<file path="config.mk">
export PLATFORM = sky130hd
export DESIGN_NAME = serial_config_controller
export DESIGN_NICKNAME = d
export VERILOG_FILES = /design/src/rtl/serial_config_controller.sv
export SDC_FILE = /design/constraint.sdc
export NUM_CORES = 1
export LEC_CHECK = 0
export BUFFER_PORTS_ARGS = -buffer_cell sky130_fd_sc_hd__buf_2
export CAP_MARGIN = 20
export CORE_ASPECT_RATIO = 1.75
export CORE_MARGIN = 8
export CORE_UTILIZATION = 30
export DETAILED_ROUTE_END_ITERATION = 7
export PLACE_DENSITY = 0.44
export SLEW_MARGIN = 15
export SYNTH_ARGS = -nofsm -noshare
export SYNTH_HDL_FRONTEND = slang
export SYNTH_SLANG_ARGS = --single-unit
</file>
<file path="constraint.sdc">
create_clock -name clk -period 2.1 [get_ports clk]
set_input_delay 0 -clock clk [delete_from_list [all_inputs] [get_ports clk]]
set_output_delay 0 -clock clk [all_outputs]
set_load 0.05 [all_outputs]
</file>
<file path="src/rtl/serial_config_controller.sv">
// Serial configuration link receiver: synchronizes sclk/cs_n/sdata into clk,
// shifts one LSB-first address+data frame and issues a single-cycle register write.
module serial_config_controller #(
    parameter int ADDR_WIDTH  = 8,
    parameter int DATA_WIDTH  = 32,
    parameter int SYNC_STAGES = 2
) (
    input  logic                  clk,
    input  logic                  reset,
    input  logic                  sclk,
    input  logic                  cs_n,
    input  logic                  sdata,
    output logic                  wr_en,
    output logic [ADDR_WIDTH-1:0] wr_addr,
    output logic [DATA_WIDTH-1:0] wr_data,
    output logic                  busy,
    output logic                  frame_err,
    output logic [7:0]            err_count
);

    localparam int W  = ADDR_WIDTH + DATA_WIDTH;
    localparam int CW = $clog2(W + 1);

    typedef enum logic [1:0] {
        IDLE   = 2'd0,
        SHIFT  = 2'd1,
        COMMIT = 2'd2,
        TAIL   = 2'd3
    } state_t;

    state_t                  state_q, state_d;
    logic [SYNC_STAGES-1:0]  sclk_sync_q, sclk_sync_d;
    logic [SYNC_STAGES-1:0]  cs_sync_q, cs_sync_d;
    logic [SYNC_STAGES-1:0]  sdata_sync_q, sdata_sync_d;
    logic [SYNC_STAGES-1:0]  fill_q, fill_d;
    logic                    sclk_prev_q, sclk_prev_d;
    logic                    armed_q, armed_d;
    logic                    overrun_q, overrun_d;
    logic [CW-1:0]           bit_cnt_q, bit_cnt_d;
    logic [W-1:0]            shreg_q, shreg_d;
    logic                    wr_en_q, wr_en_d;
    logic [ADDR_WIDTH-1:0]   wr_addr_q, wr_addr_d;
    logic [DATA_WIDTH-1:0]   wr_data_q, wr_data_d;
    logic                    frame_err_q, frame_err_d;
    logic [7:0]              err_count_q, err_count_d;

    logic sclk_s, cs_s, sdata_s, sclk_rise, sync_live;

    assign sclk_s    = sclk_sync_q[SYNC_STAGES-1];
    assign cs_s      = cs_sync_q[SYNC_STAGES-1];
    assign sdata_s   = sdata_sync_q[SYNC_STAGES-1];
    assign sclk_rise = sclk_s & ~sclk_prev_q;
    // The synchronizers hold reset values (cs_n high) until real samples reach the
    // last stage; arming on those would start a frame in the middle of a live one.
    assign sync_live = fill_q[SYNC_STAGES-1];

    always_comb begin
        sclk_sync_d  = {sclk_sync_q[SYNC_STAGES-2:0], sclk};
        cs_sync_d    = {cs_sync_q[SYNC_STAGES-2:0], cs_n};
        sdata_sync_d = {sdata_sync_q[SYNC_STAGES-2:0], sdata};
        fill_d       = {fill_q[SYNC_STAGES-2:0], 1'b1};
        sclk_prev_d  = sclk_s;
    end

    always_comb begin
        state_d     = state_q;
        armed_d     = armed_q;
        overrun_d   = overrun_q;
        bit_cnt_d   = bit_cnt_q;
        shreg_d     = shreg_q;
        wr_en_d     = 1'b0;
        wr_addr_d   = wr_addr_q;
        wr_data_d   = wr_data_q;
        frame_err_d = 1'b0;
        err_count_d = err_count_q;

        case (state_q)
            IDLE: begin
                bit_cnt_d = '0;
                shreg_d   = '0;
                overrun_d = 1'b0;
                if (cs_s && sync_live) begin
                    armed_d = 1'b1;
                end
                if (armed_q && !cs_s) begin
                    state_d = SHIFT;
                end
            end
            SHIFT: begin
                if (cs_s) begin
                    state_d     = IDLE;
                    frame_err_d = 1'b1;
                end else if (sclk_rise) begin
                    shreg_d   = {sdata_s, shreg_q[W-1:1]};
                    bit_cnt_d = bit_cnt_q + CW'(1);
                    if (bit_cnt_q == CW'(W - 1)) begin
                        state_d   = COMMIT;
                        wr_en_d   = 1'b1;
                        wr_addr_d = shreg_d[ADDR_WIDTH-1:0];
                        wr_data_d = shreg_d[W-1:ADDR_WIDTH];
                    end
                end
            end
            COMMIT: begin
                state_d = TAIL;
            end
            TAIL: begin
                if (sclk_rise) begin
                    overrun_d = 1'b1;
                end
                if (cs_s) begin
                    state_d     = IDLE;
                    frame_err_d = overrun_q;
                    overrun_d   = 1'b0;
                end
            end
            default: begin
                state_d = IDLE;
            end
        endcase

        if (frame_err_d && (err_count_q != 8'hFF)) begin
            err_count_d = err_count_q + 8'd1;
        end
    end

    always_ff @(posedge clk) begin
        if (reset) begin
            state_q      <= IDLE;
            sclk_sync_q  <= '0;
            cs_sync_q    <= '1;
            sdata_sync_q <= '0;
            fill_q       <= '0;
            sclk_prev_q  <= 1'b0;
            armed_q      <= 1'b0;
            overrun_q    <= 1'b0;
            bit_cnt_q    <= '0;
            shreg_q      <= '0;
            wr_en_q      <= 1'b0;
            wr_addr_q    <= '0;
            wr_data_q    <= '0;
            frame_err_q  <= 1'b0;
            err_count_q  <= '0;
        end else begin
            state_q      <= state_d;
            sclk_sync_q  <= sclk_sync_d;
            cs_sync_q    <= cs_sync_d;
            sdata_sync_q <= sdata_sync_d;
            fill_q       <= fill_d;
            sclk_prev_q  <= sclk_prev_d;
            armed_q      <= armed_d;
            overrun_q    <= overrun_d;
            bit_cnt_q    <= bit_cnt_d;
            shreg_q      <= shreg_d;
            wr_en_q      <= wr_en_d;
            wr_addr_q    <= wr_addr_d;
            wr_data_q    <= wr_data_d;
            frame_err_q  <= frame_err_d;
            err_count_q  <= err_count_d;
        end
    end

    assign wr_en     = wr_en_q;
    assign wr_addr   = wr_addr_q;
    assign wr_data   = wr_data_q;
    assign busy      = (state_q != IDLE);
    assign frame_err = frame_err_q;
    assign err_count = err_count_q;

endmodule

</file>
==> results of run 1 <==
-- logic make-up (layout without fill, tap and decap cells) --
group / count (synthesis) / count (layout) / synth area share
XOR/XNOR: 5 / 5 / 0.0115
flip-flops: 108 / 108 / 0.566
AND/OR/NAND/NOR: 177 / 177 / 0.202
AO/OA/AOI/OAI: 101 / 101 / 0.166
buffers and inverters: 34 / 82 / 0.0452
multiplexers: 1 / 1 / 0.00262
adder cells (fa/ha/maj): 2 / 2 / 0.00655
-- worst paths after layout --
check / slack, ns / start / depth (start not counted) / endpoint
worst max register to register: 0.25 / flop / 4 / bit_cnt_q[5]
worst min register to register: 0.41 / cs_sync_q[0] / 1 / cs_sync_q[1]
worst max-delay path: 0.25 / flop / 4 / bit_cnt_q[5]
worst min-delay path: 0.13 / reset / 2 / fill_q[0]
-- repair_timing --
item,in CTS,in global routing
hold buffers,3,0
endpoints found under the setup margin,0,1
endpoints found under the hold margin,3,0
-- per-stage QoR --
| stage | hold slack (ns) | cells | utilization |
|---|---|---|---|
| finish | 0.132 | 644 | 0.367 |
| global route | 0.194 | 644 | 0.367 |
| CTS | 0.162 | 644 | 0.367 |
| detailed placement | 0.187 | 626 | 0.340 |
| global placement | 0.183 | 626 | 0.340 |
| floorplan | 0.0746 | 428 | - |
-- layout make-up --
cell class | instances | share of cell area
Tap cell | 168 | 0.0461
Multi-Input combinational cell | 286 | 0.328
Clock buffer | 12 | 0.0563
Timing Repair Buffer | 64 | 0.0829
Sequential cell | 108 | 0.474
Inverter | 3 | 0.00247
Clock inverter | 3 | 0.0102
-- state kept, by name, indices dropped and copies added, names as in the netlist, named ones only --
| name | flops |
|---|---|
| sdata_sync_q | 2 |
| sclk_sync_q | 2 |
| bit_cnt_q | 6 |
| shreg_q | 39 |
| frame_err | 1 |
| overrun_q | 1 |
| sclk_prev_q | 1 |
| err_count | 8 |
| wr_addr | 8 |
| fill_q | 2 |
| wr_en | 1 |
| armed_q | 1 |
| state_q | 1 |
| wr_data | 32 |
| cs_sync_q | 2 |
-- metal layers --
layer,vias to the layer above,GRT usage,part of all wire
met1,1458,0.117,0.41
met3,14,0.0227,0.038
met2,45,0.197,0.53
met4,0,0.0641,0.025
met5,-,0,0
li1,1548,-,-
-- report_power, final --
group	switching, mW	internal [mW]
Clock	0.729	0.986
Combinational	0.0419	0.0181
Sequential	0.00575	2.06
-- cells in the final DEF (no fill, tap or decap), drive strengths merged, types with 2 or more instances in the layout --
| master | netlist | layout |
|---|---|---|
| a21oi | 46 | 46 |
| and2 | 3 | 3 |
| a211oi | 2 | 2 |
| nand3 | 5 | 5 |
| xor2 | 4 | 4 |
| a31oi | 4 | 4 |
| dfxtp | 108 | 108 |
| ha | 2 | 2 |
| nor2 | 58 | 58 |
| dlygate4sd3 | 0 | 3 |
| a22oi | 40 | 40 |
| nand2 | 84 | 84 |
| o21ai | 3 | 3 |
| nand4 | 4 | 4 |
| nor3 | 5 | 5 |
| a311oi | 2 | 2 |
| inv | 3 | 3 |
| clkbuf | 18 | 12 |
| nor2b | 8 | 8 |
| buf | 13 | 61 |
| or2 | 2 | 2 |
-- critical path, cell delays in order, from the launching register on --
cell,delay [ns]
dfxtp_1,0.38
nor4b_4,0.56
nor2_4,0.29
or3_1,0.41
a21oi_1,0.13
==> flow_summary_export.csv, run 1 <==
group,metric,value,unit
final_layout,stdcell_area,0.00456,sq mm
power_and_ir_drop,power,3.84,mW
die,initial_core_util,0.307,
synth,synthesis.nets,435,
job,maxCapViolCount,0,
synth,synth_edf_count,0,
place,pre_cts_slack,0.247,ns
sta,final-hold-violation-count,0,
synth,synth.most_common_cell,"dfxtp_1",
synth,syn-mean-instance-area,8.93,sq um
synth,yosysWarnings,0,
place,placed_area,0.00422,sq mm
final_layout,drive_above_1_share,0.166,
place,hpwlAfterDp,5740,um
power_and_ir_drop,pwr_density_cell,842,mW/mm^2
routing,wl_per_cell,13.5,um
clock_network,h-tree-depth,3,
critical_path,cp.required,2.37,ns
clock_network,clock_sinks,108,
sta,relSlewSlack,0.379,
die,fp.dieH,165,um
grt,grt_pass1_vias,3023,
clock_network,cts-resized-gates,0,
sta,rsz0062_at_grt,"false",
synth,ys_ff_latch,108,
final_layout,diodes,0,
final_layout,multi_input_area,0.00149,sq mm
critical_path,cp-end-kind,"flop",
place,routabilityCongestion,0.725,
sta,tns,0,ns
clock_network,cts.clk_slew.worst_paths,0.07,ns
grt,grt_max_degree,63,
clock_network,cts_buffer_depth,2,
synth,synth_top_area_cell,"dfxtp_1",
place,port_buffers,55,
synth,ys_seq_area_frac,0.566,
synth,syn_area,0.00382,sq mm
synth,synthTopCellsByArea,"dfxtp_1 (57%), nand2_1 (8.3%), a22oi_1 (7.9%), a21oi_1 (6.0%), nor2_1 (5.7%)",
clock_network,cts_root_buffer,"clkbuf_16",
sta,skew,0.00690,ns
critical_path,cp.arrival,2.12,ns
routing,viasPerCell,4.76,
sta,slew_violations,0,
routing,finalWirelength,8700,um
sta,clock.fmax,541,MHz
routing,detail-route-antenna-nets,0,
clock_network,post_cts_buffers,0,
die,core_area,0.0124,sq mm
routing,route.detailed.drc,0,
synth,synthCells,428,
critical_path,crit_fanout,42,
worst_hold_path,hold_path.class,"input port to flop",
clock_network,cts_buffers,9,
grt,antenna_found_initial,0,
clock_network,clk_latency,0.34,ns
routing,drt_iter0_drc,154,
sta,tightest_slew,0.929,ns
final_layout,fillers,1332,
final_layout,final_net_count,479,
die,die-area,0.0167,sq mm
power_and_ir_drop,cellLeakagePower,1.69,nW
final_layout,synthToLayoutAreaGrowth,19.3,%
grt,overflow,0,
synth,synth_top_area_frac,0.566,
sta,worst_slack,0.253,ns
die,row_count,54,
grt,grtUsageTotal,0.111,
routing,dr.pass1.iters,4,
synth,yosysUniqueCellTypes,37,
clock_network,cts_tree,"yes",
power_and_ir_drop,max-vdd-ir-drop,0.000489,V
synth,ys_top_cells_by_count,"dfxtp_1 (108), nand2_1 (84), nor2_1 (58), a21oi_1 (46), a22oi_1 (40)",
die,ios,56,
final_layout,regArea,0.00216,sq mm
critical_path,setup.worst_path.start_class,"flop",
critical_path,crit_type,"flop to flop",
sta,setup_viol,0,
outcome,outcome,"finished, final reports clean",
sta,min_period_over_period,0.880,
synth,synth_ff_type,"dfxtp_1",
grt,grt_pass1_wl,14700,um
synth,async_flop_share,0,
routing,via_count,3065,
die,chipWidth,101,um
sta,min_period,1.85,ns
Note: power is estimated with default switching activity, not from simulation.
==> inputs of run 2 (changes only) <==
--- a/config.mk
+++ b/config.mk
@@ -5,6 +5,7 @@
 export SDC_FILE = /design/constraint.sdc
 export NUM_CORES = 1
 export LEC_CHECK = 0
+export ABC_AREA = 1
 export BUFFER_PORTS_ARGS = -buffer_cell sky130_fd_sc_hd__buf_2
 export CAP_MARGIN = 20
 export CORE_ASPECT_RATIO = 1.75
==> run 2 against run 1 <==
  * Critical path depth increased by 2
  * Cell area increased by 11%
  * Synthesized area increased by 12%
==> flow_summary_export.csv, run 2 <==
group,metric,value,unit
sta,min_period,1.62,ns
die,chipWidth,106,um
grt,grtUsageTotal,0.105,
critical_path,crit_type,"flop to flop",
clock_network,clk_latency,0.34,ns
final_layout,layout.cells.non_filler,834,
synth,ys_ff_latch,108,
synth,synth_edf_count,0,
grt,grt_pass1_vias,3377,
synth,synthTopCellsByArea,"dfxtp_1 (50%), nand2_1 (17%), nor2_1 (9.5%), a21oi_1 (6.0%), inv_1 (5.9%)",
critical_path,cp-endpoint,"wr_data[22]",
clock_network,cts.clk_slew.worst_paths,0.07,ns
power_and_ir_drop,power,4.02,mW
final_layout,synthToLayoutAreaGrowth,18.4,%
clock_network,h-tree-depth,3,
grt,grt_max_degree,46,
synth,ys_top_cells_by_count,"nand2_1 (196), nor2_1 (109), dfxtp_1 (108), inv_1 (67), a21oi_1 (51)",
final_layout,stdcell_area,0.00508,sq mm
grt,overflow,0,
synth,yosys-mux-area-fraction,0,
die,row_count,58,
place,routabilityCongestion,0.745,
sta,tightest_slew,0.462,ns
sta,min_period_over_period,0.770,
final_layout,diodes,0,
synth,synth_ff_type,"dfxtp_1",
grt,grt_pass1_wl,15800,um
die,ios,56,
sta,slew_violations,0,
job,maxCapViolCount,0,
worst_hold_path,hold_depth,2,
routing,viasPerCell,4.23,
final_layout,drive_above_1_share,0.138,
die,fp.dieH,174,um
sta,tns,0,ns
synth,synthXorXnorAreaFrac,0.00613,
synth,synthesis.nets,609,
place,placed_area,0.00471,sq mm
synth,syn-mean-instance-area,7.12,sq um
critical_path,r2r-end,"wr_data[22]",
power_and_ir_drop,cellLeakagePower,2.43,nW
synth,ys_seq_area_frac,0.504,
die,initial_core_util,0.303,
place,placed_cells,815,
synth,synthCells,602,
final_layout,largest_register_ffs,39,
critical_path,cp.required,2.34,ns
final_layout,final_net_count,656,
clock_network,cts_buffers,9,
critical_path,cp.arrival,1.86,ns
critical_path,r2r_cells,6,
clock_network,cts_buffer_depth,2,
die,core_area,0.0142,sq mm
sta,clock.fmax,618,MHz
final_layout,final_common_cell,"nand2_1",
place,port_buffers,55,
worst_hold_path,hold_path.class,"input port to flop",
grt,antenna_found_initial,0,
sta,relSlewSlack,0.692,
synth,yosysUniqueCellTypes,25,
routing,wl_per_cell,11.2,um
routing,finalWirelength,9380,um
clock_network,cts-resized-gates,0,
synth,yosysWarnings,0,
synth,synthSimpleGateAreaFrac,0.308,
critical_path,setup.worst_path.start_class,"flop",
synth,synth.most_common_cell,"nand2_1",
routing,dr.pass1.iters,4,
critical_path,startpoint,"bit_cnt_q[0]",
synth,syn_area,0.00429,sq mm
sta,skew,0.00671,ns
critical_path,r2r_slack,0.48,ns
critical_path,r2r-start,"bit_cnt_q[0]",
synth,synth_top_family_by_area,"simple AND/OR/NAND/NOR gates",
clock_network,clock_sinks,108,
routing,detail-route-antenna-nets,0,
final_layout,largest_register,"shreg_q",
final_layout,final_cell_mix,"nand2_1 (196), nor2_1 (109), dfxtp_1 (108)",
power_and_ir_drop,max-vdd-ir-drop,0.000364,V
critical_path,cp-end-kind,"flop",
routing,drt_iter0_drc,122,
sta,rsz0062_at_grt,"false",
die,die-area,0.0185,sq mm
synth,synth_fa_ha_area_frac,0.00584,
clock_network,cts_tree,"yes",
synth,async_flop_share,0,
synth,synth_top_area_cell,"dfxtp_1",
clock_network,cts_root_buffer,"clkbuf_16",
synth,synth_top_area_frac,0.504,
sta,final-hold-violation-count,0,
outcome,outcome,"finished, final reports clean",
routing,via_count,3526,
power_and_ir_drop,pwr_density_cell,792,mW/mm^2
synth,synth_compound_area_frac,0.0732,
critical_path,crit_fanout,32,
place,hpwlAfterDp,6500,um
routing,route.detailed.drc,0,
sta,setup_viol,0,
run 2: per-layer routing:
metal,GRT usage,share of wire,vias to the layer above
met5,0,0,-
met4,0.0466,0.016,0
met3,0.0245,0.031,7
met2,0.194,0.52,33
met1,0.109,0.43,1586
li1,-,-,1900
run 2: power breakdown:
| group | switching [mW] | total (mW) | internal, mW |
|---|---|---|---|
| combinational | 0.0572 | 0.0768 | 0.0196 |
| clock | 0.740 | 1.88 | 1.14 |
| sequential | 0.00595 | 2.06 | 2.06 |
run 2: worst min-delay path by stage:
| stage | from | to | slack [ns] |
|---|---|---|---|
| 2_1_floorplan | cs_n | cs_sync_q[0] | 0.10 |
| 3_3_place_gp | sclk | sclk_sync_q[0] | 0.21 |
| 3_5_place_dp | sclk | sclk_sync_q[0] | 0.21 |
| 4_1_cts | reset | sdata_sync_q[1] | 0.03 |
| 5_1_grt | reset | sdata_sync_q[0] | 0.05 |
| 6_report | reset | sclk_sync_q[0] | 0.03 |
run 2: logic make-up (layout without fill, tap and decap cells):
group,count (synthesis),after routing
flops,108,108
fa+ha+maj,2,2
buf+inv,98,150
simple gates,330,330
compound gates,61,61
xor+xnor,3,3
run 2: repair_timing:
action                                 4_1_cts  5_1_grt
hold buffers                                 3        0
setup buffers                                0        0
endpoints found under the hold margin        3        0
run 2: worst max-delay path, cell delays in order, from the launching register on:
cell and delay [ns]:
dfxtp_1 0.37, ha_1 0.20, and3_1 0.23, nand4_4 0.25, buf_12 0.26, nor2_1 0.13
nor2_1 0.06
run 2: area by class of cell:
| class | count | area, sq um |
|---|---|---|
| fill | 1540 | 9070 |
| multi-input combinational | 396 | 1690 |
| timing repair buffer | 64 | 400 |
| tap | 180 | 225 |
| inverter | 70 | 263 |
| clock buffer | 12 | 267 |
| clock inverter | 4 | 70.1 |
| sequential | 108 | 2160 |
run 2: metrics by stage:
stage	worst slack, ns	hold slack [ns]	util
after floorplan	0.399	0.104	-
after global placement	0.465	0.206	0.333
after detailed placement	0.473	0.207	0.333
after CTS	0.453	0.0260	0.359
after global routing	0.283	0.0472	0.359
final	0.482	0.0331	0.359
==> inputs of run 3 (changes only) <==
==> constraint.sdc (replaced) <==
create_clock -name clk -period 1.6 [get_ports clk]
set_input_delay 0 -clock clk [delete_from_list [all_inputs] [get_ports clk]]
set_output_delay 0 -clock clk [all_outputs]
set_load 0.05 [all_outputs]
==> run 3 against run 2 <==
  * Clock power up 22%
  * Combinational power grew 43%
  * Clock-buffer cell count decreased by 3
  * Critical path type unchanged
==> flow_summary_export.csv, run 3 (synthesis gave the netlist of run 2 again) <==
group,metric,value,unit
sta,hold_ws,0.0487,ns
routing,drt_iter0_drc,151,
place,hpwlAfterDp,6590,um
routing,via_count,3534,
place,port_buffers,55,
final_layout,final_net_count,660,
grt,grt_pass1_vias,3463,
routing,finalWirelength,9460,um
sta,slew_violations,0,
sta,tns,0,ns
clock_network,clock_sinks,108,
die,chipWidth,106,um
critical_path,crit_chain,"inv_1, nor2_2, nand2_2, nand2_4, inv_2, buf_4, o21ai_0, nor2_1",
grt,grt_max_degree,46,
routing,dr.pass1.iters,4,
sta,rsz0062_at_grt,"true",
critical_path,max_stage_delay,0.31,ns
final_layout,drive_above_1_share,0.146,
outcome,outcome,"finished, final reports clean",
place,routabilityCongestion,0.769,
sta,tightest_slew,0.411,ns
final_layout,largest_register,"shreg_q",
critical_path,setup.worst_path.start_class,"flop",
critical_path,cp.arrival,1.70,ns
critical_path,cp-end-kind,"flop",
clock_network,cts_root_buffer,"clkbuf_16",
critical_path,crit_type,"flop to flop",
place,placed_area,0.00476,sq mm
grt,overflow,0,
critical_path,crit_slowest_cell,"dfxtp_1",
sta,skew,0.00710,ns
final_layout,layout.cells.non_filler,838,
place,pre_cts_slack,0.148,ns
worst_hold_path,hold_depth,2,
sta,relSlewSlack,0.726,
critical_path,cp.required,1.84,ns
die,initial_core_util,0.303,
power_and_ir_drop,cellLeakagePower,2.44,nW
final_layout,synthToLayoutAreaGrowth,18.8,%
final_layout,final_cell_mix,"nand2_1 (196), nor2_1 (109), dfxtp_1 (106)",
final_layout,diodes,0,
routing,route.detailed.drc,0,
sta,final-hold-violation-count,0,
grt,antenna_found_initial,0,
power_and_ir_drop,max-vdd-ir-drop,0.000429,V
final_layout,final_common_cell,"nand2_1",
final_layout,utilization,0.360,
clock_network,clk_latency,0.35,ns
die,die-area,0.0185,sq mm
final_layout,stdcell_area,0.00509,sq mm
grt,grtUsageTotal,0.108,
critical_path,crit_fanout,15,
routing,viasPerCell,4.22,
clock_network,cts_buffers,9,
clock_network,cts.clk_slew.worst_paths,0.07,ns
place,placed_cells,819,
power_and_ir_drop,power,5.11,mW
clock_network,cts_buffer_depth,2,
critical_path,r2r_cells,8,
sta,min_period_over_period,0.912,
final_layout,largest_register_ffs,39,
power_and_ir_drop,pwr_density_cell,1000,mW/mm^2
clock_network,cts_tree,"yes",
routing,wl_per_cell,11.3,um
grt,grt_pass1_wl,16200,um
clock_network,cts-resized-gates,0,
die,core_area,0.0142,sq mm
sta,min_period,1.46,ns
clock_network,h-tree-depth,3,
sta,setup_viol,0,
die,ios,56,
job,maxCapViolCount,0,
clock_network,post_cts_buffers,0,
sta,worst_slack,0.142,ns
routing,detail-route-antenna-nets,0,
worst_hold_path,hold_path.class,"input port to flop",
die,row_count,58,
die,fp.dieH,174,um
sta,clock.fmax,686,MHz
==> run 3: changes by cell type in the layout (fill, tap and decap cells not counted) <==
cell and delta:
dfxtp_2 +2, dfxtp_1 -2, clkinvlp_4 +1, clkinv_2 -2
inv_6 +4, bufinv_16 -1, clkinv_4 +1, clkbuf_8 -3
buf_12 +1, buf_4 +3
==> run 3: layout make-up <==
class / instances / area (sq um)
Clock inverter: 7 / 81.3
Multi-Input combinational cell: 396 / 1690
Tap cell: 180 / 225
Clock buffer: 9 / 225
Inverter: 70 / 263
Timing Repair Buffer: 68 / 443
Sequential cell: 108 / 2160
Fill cell: 1557 / 9060
==> run 3: repair_timing <==
action                     CTS  global route
hold buffers                 3             0
setup endpoints to repair    0             1
hold endpoints to repair     3             0
==> run 3: worst paths after layout <==
kind	startpoint	end	slack [ns]
worst min register to register	sdata_sync_q[0]	sdata_sync_q[1]	0.40
worst max register to register	sclk_sync_q[1]	bit_cnt_q[2]	0.14
worst min-delay path	reset	sdata_sync_q[0]	0.05
worst max-delay path	sclk_sync_q[1]	bit_cnt_q[2]	0.14
==> run 3: power by group <==
part           total, mW  switching [mW]  leakage (nW)  internal, mW
clock network       2.30            1.06         0.147          1.24
registers           2.71         0.00767         0.873          2.70
logic              0.110          0.0777          1.42        0.0319
total               5.11            1.14          2.44          3.97
==> run 3: per-layer routing <==
layer,global-route usage,share of wire,up-vias
li1,-,-,1910
met4,0.0531,0.022,0
met2,0.196,0.51,43
met3,0.0282,0.041,11
met5,0,0,-
met1,0.110,0.42,1570
==> run 3: worst max-delay path: cells and delay by family (launching register included) <==
kind	cells	cell delay, ns
simple gates	4	0.58
compound gates	1	0.16
flops	1	0.31
buf+inv	3	0.30
